## src/rtl/rst_seq_pkg.sv

```systemverilog
// ---------------------------------------------------------------------------
// rst_seq_pkg
// Shared definitions for the reset sequencer: the FSM state type with its
// fixed encodings and the width/limit of the optional lock-loss counter.
// No ports (package).
// ---------------------------------------------------------------------------
package rst_seq_pkg;

    typedef enum logic [1:0] {
        S_RESET   = 2'd0,
        S_STABLE  = 2'd1,
        S_RELEASE = 2'd2,
        S_RUN     = 2'd3
    } state_e;

    localparam int unsigned LOSS_CNT_W = 8;
    localparam logic [LOSS_CNT_W-1:0] LOSS_CNT_MAX = 8'hFF;

endpackage

```

## src/rtl/sync_2ff.sv

```systemverilog
// ---------------------------------------------------------------------------
// sync_2ff
// Two-flop synchronizer for signals asynchronous to clk_i.
// Ports:
//   clk_i  - destination clock
//   rst_i  - asynchronous active-high reset, clears both flop ranks
//   d_i    - asynchronous input bits
//   q_o    - synchronized output bits (two clk_i edges of latency)
// ---------------------------------------------------------------------------
module sync_2ff #(
    parameter int WIDTH = 1
) (
    input  logic             clk_i,
    input  logic             rst_i,
    input  logic [WIDTH-1:0] d_i,
    output logic [WIDTH-1:0] q_o
);

    logic [WIDTH-1:0] meta_q;
    logic [WIDTH-1:0] sync_q;

    always_ff @(posedge clk_i or posedge rst_i) begin
        if (rst_i) begin
            meta_q <= '0;
            sync_q <= '0;
        end else begin
            meta_q <= d_i;
            sync_q <= meta_q;
        end
    end

    assign q_o = sync_q;

endmodule

```

## src/rtl/reset_sequencer.sv

```systemverilog
// ---------------------------------------------------------------------------
// reset_sequencer
// Holds downstream blocks in reset until the PLL has been locked for
// STABLE_CYCLES consecutive cycles, then releases N_STAGES reset outputs one
// after another, STAGE_GAP cycles apart, and finally raises ready_o. Loss of
// lock or a software reset request restarts the whole sequence.
//
// Ports:
//   clk_i           - divided PLL clock, all logic on rising edge
//   rst_i           - asynchronous active-high reset
//   locked_i        - PLL lock, asynchronous (synchronized internally)
//   sw_rst_i        - synchronous level-sensitive software reset request
//   rst_stage_o     - active-high staged resets, bit 0 released first
//   ready_o         - all stages released, sequence complete
//   state_o         - current FSM state encoding
//   lock_loss_cnt_o - (only with RST_SEQ_LOSS_CNT_EN) saturating count of
//                     restarts caused by lock loss, cleared only by rst_i
//
// Build option: define RST_SEQ_LOSS_CNT_EN to add lock_loss_cnt_o.
// ---------------------------------------------------------------------------
module reset_sequencer
    import rst_seq_pkg::*;
#(
    parameter int N_STAGES      = 3,
    parameter int STABLE_CYCLES = 1024,
    parameter int STAGE_GAP     = 16
) (
    input  logic                clk_i,
    input  logic                rst_i,
    input  logic                locked_i,
    input  logic                sw_rst_i,
    output logic [N_STAGES-1:0] rst_stage_o,
    output logic                ready_o,
    output logic [1:0]          state_o
`ifdef RST_SEQ_LOSS_CNT_EN
    ,
    output logic [7:0]          lock_loss_cnt_o
`endif
);

    localparam int STAB_W = $clog2(STABLE_CYCLES) + 1;
    localparam int GAP_W  = $clog2(STAGE_GAP) + 1;
    localparam logic [STAB_W-1:0] STAB_LAST = STAB_W'(STABLE_CYCLES - 1);
    localparam logic [GAP_W-1:0]  GAP_LAST  = GAP_W'(STAGE_GAP - 1);

    logic locked_s;

    state_e              state_q,     state_d;
    logic [N_STAGES-1:0] rst_stage_q, rst_stage_d;
    logic                ready_q,     ready_d;
    logic [STAB_W-1:0]   stab_cnt_q,  stab_cnt_d;
    logic [GAP_W-1:0]    gap_cnt_q,   gap_cnt_d;
`ifdef RST_SEQ_LOSS_CNT_EN
    logic [LOSS_CNT_W-1:0] loss_cnt_q, loss_cnt_d;
`endif

    logic abort;

    sync_2ff #(
        .WIDTH (1)
    ) u_lock_sync (
        .clk_i (clk_i),
        .rst_i (rst_i),
        .d_i   (locked_i),
        .q_o   (locked_s)
    );

    assign abort = !locked_s || sw_rst_i;

    always_comb begin
        state_d     = state_q;
        rst_stage_d = rst_stage_q;
        ready_d     = ready_q;
        stab_cnt_d  = stab_cnt_q;
        gap_cnt_d   = gap_cnt_q;
`ifdef RST_SEQ_LOSS_CNT_EN
        loss_cnt_d  = loss_cnt_q;
`endif

        if (state_q != S_RESET && abort) begin
            // Restart from any active state; lock loss and software reset
            // together still count as a single lock-loss restart.
            state_d     = S_RESET;
            rst_stage_d = '1;
            ready_d     = 1'b0;
            stab_cnt_d  = '0;
            gap_cnt_d   = '0;
`ifdef RST_SEQ_LOSS_CNT_EN
            if (!locked_s && loss_cnt_q != LOSS_CNT_MAX) begin
                loss_cnt_d = loss_cnt_q + 1'b1;
            end
`endif
        end else begin
            case (state_q)
                S_RESET: begin
                    rst_stage_d = '1;
                    ready_d     = 1'b0;
                    stab_cnt_d  = '0;
                    gap_cnt_d   = '0;
                    if (!abort) begin
                        state_d = S_STABLE;
                    end
                end
                S_STABLE: begin
                    if (stab_cnt_q == STAB_LAST) begin
                        // Stage 0 is released on the very edge that enters
                        // S_RELEASE.
                        state_d     = S_RELEASE;
                        stab_cnt_d  = '0;
                        rst_stage_d = {N_STAGES{1'b1}} << 1;
                    end else if (stab_cnt_q != '1) begin
                        stab_cnt_d = stab_cnt_q + 1'b1;
                    end
                end
                S_RELEASE: begin
                    if (gap_cnt_q == GAP_LAST) begin
                        gap_cnt_d = '0;
                        // Shifting a zero in from bit 0 releases the next
                        // stage; once all are zero one more gap ends in RUN.
                        if (rst_stage_q == '0) begin
                            state_d = S_RUN;
                            ready_d = 1'b1;
                        end else begin
                            rst_stage_d = rst_stage_q << 1;
                        end
                    end else if (gap_cnt_q != '1) begin
                        gap_cnt_d = gap_cnt_q + 1'b1;
                    end
                end
                S_RUN: begin
                    ready_d = 1'b1;
                end
                default: begin
                    state_d = S_RESET;
                end
            endcase
        end
    end

    always_ff @(posedge clk_i or posedge rst_i) begin
        if (rst_i) begin
            state_q     <= S_RESET;
            rst_stage_q <= '1;
            ready_q     <= 1'b0;
            stab_cnt_q  <= '0;
            gap_cnt_q   <= '0;
        end else begin
            state_q     <= state_d;
            rst_stage_q <= rst_stage_d;
            ready_q     <= ready_d;
            stab_cnt_q  <= stab_cnt_d;
            gap_cnt_q   <= gap_cnt_d;
        end
    end

`ifdef RST_SEQ_LOSS_CNT_EN
    always_ff @(posedge clk_i or posedge rst_i) begin
        if (rst_i) begin
            loss_cnt_q <= '0;
        end else begin
            loss_cnt_q <= loss_cnt_d;
        end
    end

    assign lock_loss_cnt_o = loss_cnt_q;
`endif

    assign rst_stage_o = rst_stage_q;
    assign ready_o     = ready_q;
    assign state_o     = state_q;

endmodule
```

## config.mk

```make
export PLATFORM = sky130hd
export DESIGN_NAME = reset_sequencer
export DESIGN_NICKNAME = d
export VERILOG_FILES = /design/src/rtl/rst_seq_pkg.sv /design/src/rtl/sync_2ff.sv /design/src/rtl/reset_sequencer.sv
export SDC_FILE = /design/constraint.sdc
export NUM_CORES = 1
export LEC_CHECK = 0
export CAP_MARGIN = 20
export CORE_UTILIZATION = 50
export CTS_CLUSTER_SIZE = 30
export DETAILED_ROUTE_END_ITERATION = 7
export DONT_BUFFER_PORTS = 1
export GPL_TIMING_DRIVEN = 0
export PLACE_DENSITY_LB_ADDON = 0.2
export SKIP_LAST_GASP = 1
export SLEW_MARGIN = 20
export SYNTH_ARGS = -nofsm -noshare
export SYNTH_HDL_FRONTEND = slang
export SYNTH_HIERARCHICAL = 1
export SYNTH_SLANG_ARGS = --single-unit
```

## constraint.sdc

```tcl
create_clock -name clk_i -period 2.9 [get_ports clk_i]
set_clock_uncertainty 0.05 [all_clocks]
set_input_delay 0.435 -clock clk_i [delete_from_list [all_inputs] [get_ports clk_i]]
set_output_delay 0.435 -clock clk_i [all_outputs]
set_load 0.05 [all_outputs]
```

==> run_results.csv <==
group,metric,value,unit
logic_synthesis,ys_warn_count,6,
power_and_ir_drop,peakVddDrop,582,uV
logic_synthesis,syn_avg_cell_area,9.33,um2
clock_tree,cts_tree,"yes",
floorplanning,die_y,54.4,um
floorplanning,die_area,0.00296,mm2
floorplanning,core_region_area,0.00254,mm2
placed_design,place_hpwl,1980,um
sta,worst-slew-pin-transition,0.840,ns
logic_synthesis,syn_inst,147,
final_layout,area_growth,6.48,%
critical_path,cp_max_fo,7,
logic_synthesis,synth_top_family_by_area,"simple AND/OR/NAND/NOR gates",
logic_synthesis,ys_types,46,
clock_tree,root_buffer,"clkbuf_4",
floorplanning,die-width,54.4,um
logic_synthesis,synth_nets,157,
final_layout,nNetsFinal,163,
sta,setup_viol,0,
sta,rsz0062_at_grt,"yes",
flow_run,cap_violations,0,
global_route,antenna_found_initial,0,
critical_path,endpoint_kind,"register",
status,outcome,"complete, no violations",
floorplanning,io_pins,10,
detailed_routing,wl_per_cell,14.6,um
critical_path,critical_path_required,3.09,ns
floorplanning,rows,18,
sta,hold_viol,0,
power_and_ir_drop,p_per_area,794,mW/mm2
logic_synthesis,yosysSeqAreaShare,44.1,%
final_layout,final_common_cell,"nand2_1",
final_layout,post-route-util,57.4,%
sta,tns,0,ns
sta,maxSlewViolCount,0,
logic_synthesis,synth_xor_area_share,1.92,%
logic_synthesis,synth_simple_gate_area_share,25.5,%
logic_synthesis,synth_fa_ha_area_share,5.47,%
sta,min_period_over_period,91.5,%
clock_tree,htreeDepth,1,
final_layout,mostFrequentLayoutCells,"22 x nand2_1, 21 x dfrtp_1, 14 x o21ai_0",
power_and_ir_drop,leakage,0.647,nW
worst_hold_path,hp-class,"primary input to register",
logic_synthesis,ys_seq_elements,24,
global_route,track_usage,19.9,%
floorplanning,start_util,53.9,%
final_layout,stdcell_count,182,
detailed_routing,vias,1113,
sta,max_freq,377,MHz
global_route,overflow,0,
clock_tree,clkTransAtPathRegs,0.13,ns
final_layout,fillers,239,
placed_design,dpl.cell_count,177,
clock_tree,clk-insertion-delay-late,0.31,ns
critical_path,worstSetupPathType,"register to register",
logic_synthesis,synth.area.mux_share,2.37,%
detailed_routing,drt-pass1-iter-count,4,
critical_path,worstPathArrival,2.84,ns
placed_design,globalplace.congestion,0.791,
detailed_routing,drc,0,
logic_synthesis,ys.flop_type,"dfrtp_1",
sta,relSlewSlack,43.9,%
sta,period_minus_slack,2.65,ns
detailed_routing,routed_wl,2660,um
global_route,grt_pass1_wl,4170,um
clock_tree,clockBufferDepth,2,
placed_design,io_buffers,0,
logic_synthesis,synth_compound_area_share,17.8,%
detailed_routing,drtIter0Drc,10,
clock_tree,cts_inserted_buffers,3,
global_route,grt_pass1_vias,978,
clock_tree,post_cts_buffers,0,
final_layout,drive_gt1_share,13.2,%
critical_path,startpoint_type,"register",
detailed_routing,drt.antenna.violating_nets,0,
detailed_routing,avgViaCountPerCell,6.12,
global_route,grt_max_degree,23,
logic_synthesis,ys_async_sr_fraction,100,%
logic_synthesis,syn-cell-area,0.00137,mm2
final_layout,antenna_cells,0,
sta,hold-worst-slack,0.0805,ns
logic_synthesis,synth_edf_count,0,
clock_tree,cts_sinks,24,
==> synth_stat cells (all sizes together) (2+ instances only) <==
library cell | instances | area, um2
a211o | 3 | 27.5
nand2 | 22 | 82.6
nor2 | 10 | 37.5
and3 | 2 | 12.5
nand3 | 13 | 75.1
dfstp | 3 | 78.8
a21oi | 3 | 15.0
nand4 | 2 | 12.5
a21boi | 2 | 15.0
o21ai | 15 | 75.1
or3 | 2 | 12.5
nor2b | 2 | 12.5
xor2 | 2 | 17.5
nor3 | 3 | 15.0
mux2 | 2 | 22.5
dfrtp | 21 | 526
o2bb2ai | 2 | 17.5
buf | 2 | 12.5
a211oi | 2 | 15.0
a31o | 2 | 17.5
inv | 7 | 26.3
ha | 6 | 75.1
==> final timing paths <==
| check | start | end | slack (ns) | cells after the start |
|---|---|---|---|---|
| setup / recovery | state_o[1] | gap_cnt_q[3] | 0.25 | 7 |
| hold / removal | locked_i | u_lock_sync/meta_q | 0.08 | 0 |
| setup reg to reg | state_o[1] | gap_cnt_q[3] | 0.25 | 7 |
| hold reg to reg | u_lock_sync/meta_q | u_lock_sync/q_o | 0.33 | 0 |
| max in group asynchronous | rst_i | gap_cnt_q[3] | 2.18 | 1 |
| min in group asynchronous | rst_i | ready_o | 0.11 | 1 |
==> layer usage <==
metal / GRT usage [%] / part of all wire [%] / wire length [um] / vias up
met5: 0 / 0 / 0 / -
met4: 7.69 / 1.3 / 34 / 0
met3: 3.61 / 3.6 / 97 / 4
met2: 34.1 / 50 / 1340 / 29
met1: 24.7 / 45 / 1190 / 541
li1: - / - / - / 539
==> logic make-up after synthesis <==
logic type	count (synthesis)
xor gates and xnor gates	3
adders and majority gates	6
muxes	3
DFF	24
AOI/OAI and AO/OA	36
buffers and inverters	9
and+or+nand+nor	66
==> registers in the layout, indices dropped and copies added, names as in the netlist <==
name,cells
rst_stage_o,3
u_lock_sync/q_o,1
gap_cnt_q,5
stab_cnt_q,11
u_lock_sync/meta_q,1
ready_o,1
state_o,2
==> critical path: stages, from the launching register on <==
cell      delay [ns]
dfrtp_1         0.71
inv_1           0.20
ha_1            0.31
or3b_2          0.50
a22oi_1         0.40
nor2_1          0.12
xnor2_1         0.14
a211oi_1        0.15
==> stage by stage <==
step | total power [mW] | cell area (um2) | worst slack [ns]
6_report | 1.16 | 1460 | 0.246
4_1_cts | 1.17 | 1460 | 0.162
2_1_floorplan | 0.882 | 1370 | 0.503
3_3_place_gp | 0.962 | 1410 | 0.279
5_1_grt | 1.23 | 1460 | -0.00380
3_5_place_dp | 0.985 | 1410 | 0.164
==> power breakdown <==
part	internal (mW)	leakage (nW)	switching [mW]
combinational	0.164	0.310	0.251
clock	0.0767	0.0210	0.100
sequential	0.397	0.316	0.169
total	0.638	0.647	0.521
==> cell type report <==
type	instances	area [um2]	share of cell area [%]
Tap cell	30	37.5	2.57
Multi-Input combinational cell	114	733	50.2
Buffer	2	12.5	0.857
Clock buffer	4	36.3	2.49
Inverter	7	26.3	1.80
Sequential cell	24	604	41.4
Timing Repair Buffer	1	10.0	0.686
==> repair_timing <==
| item | CTS | global route |
|---|---|---|
| hold buffers | 1 | 0 |
| endpoints found under the setup margin | 0 | 2 |
| hold endpoints to repair | 2 | 0 |
| gates resized for setup | 0 | 1 |
No activity file was read; power rests on OpenSTA's default activity.
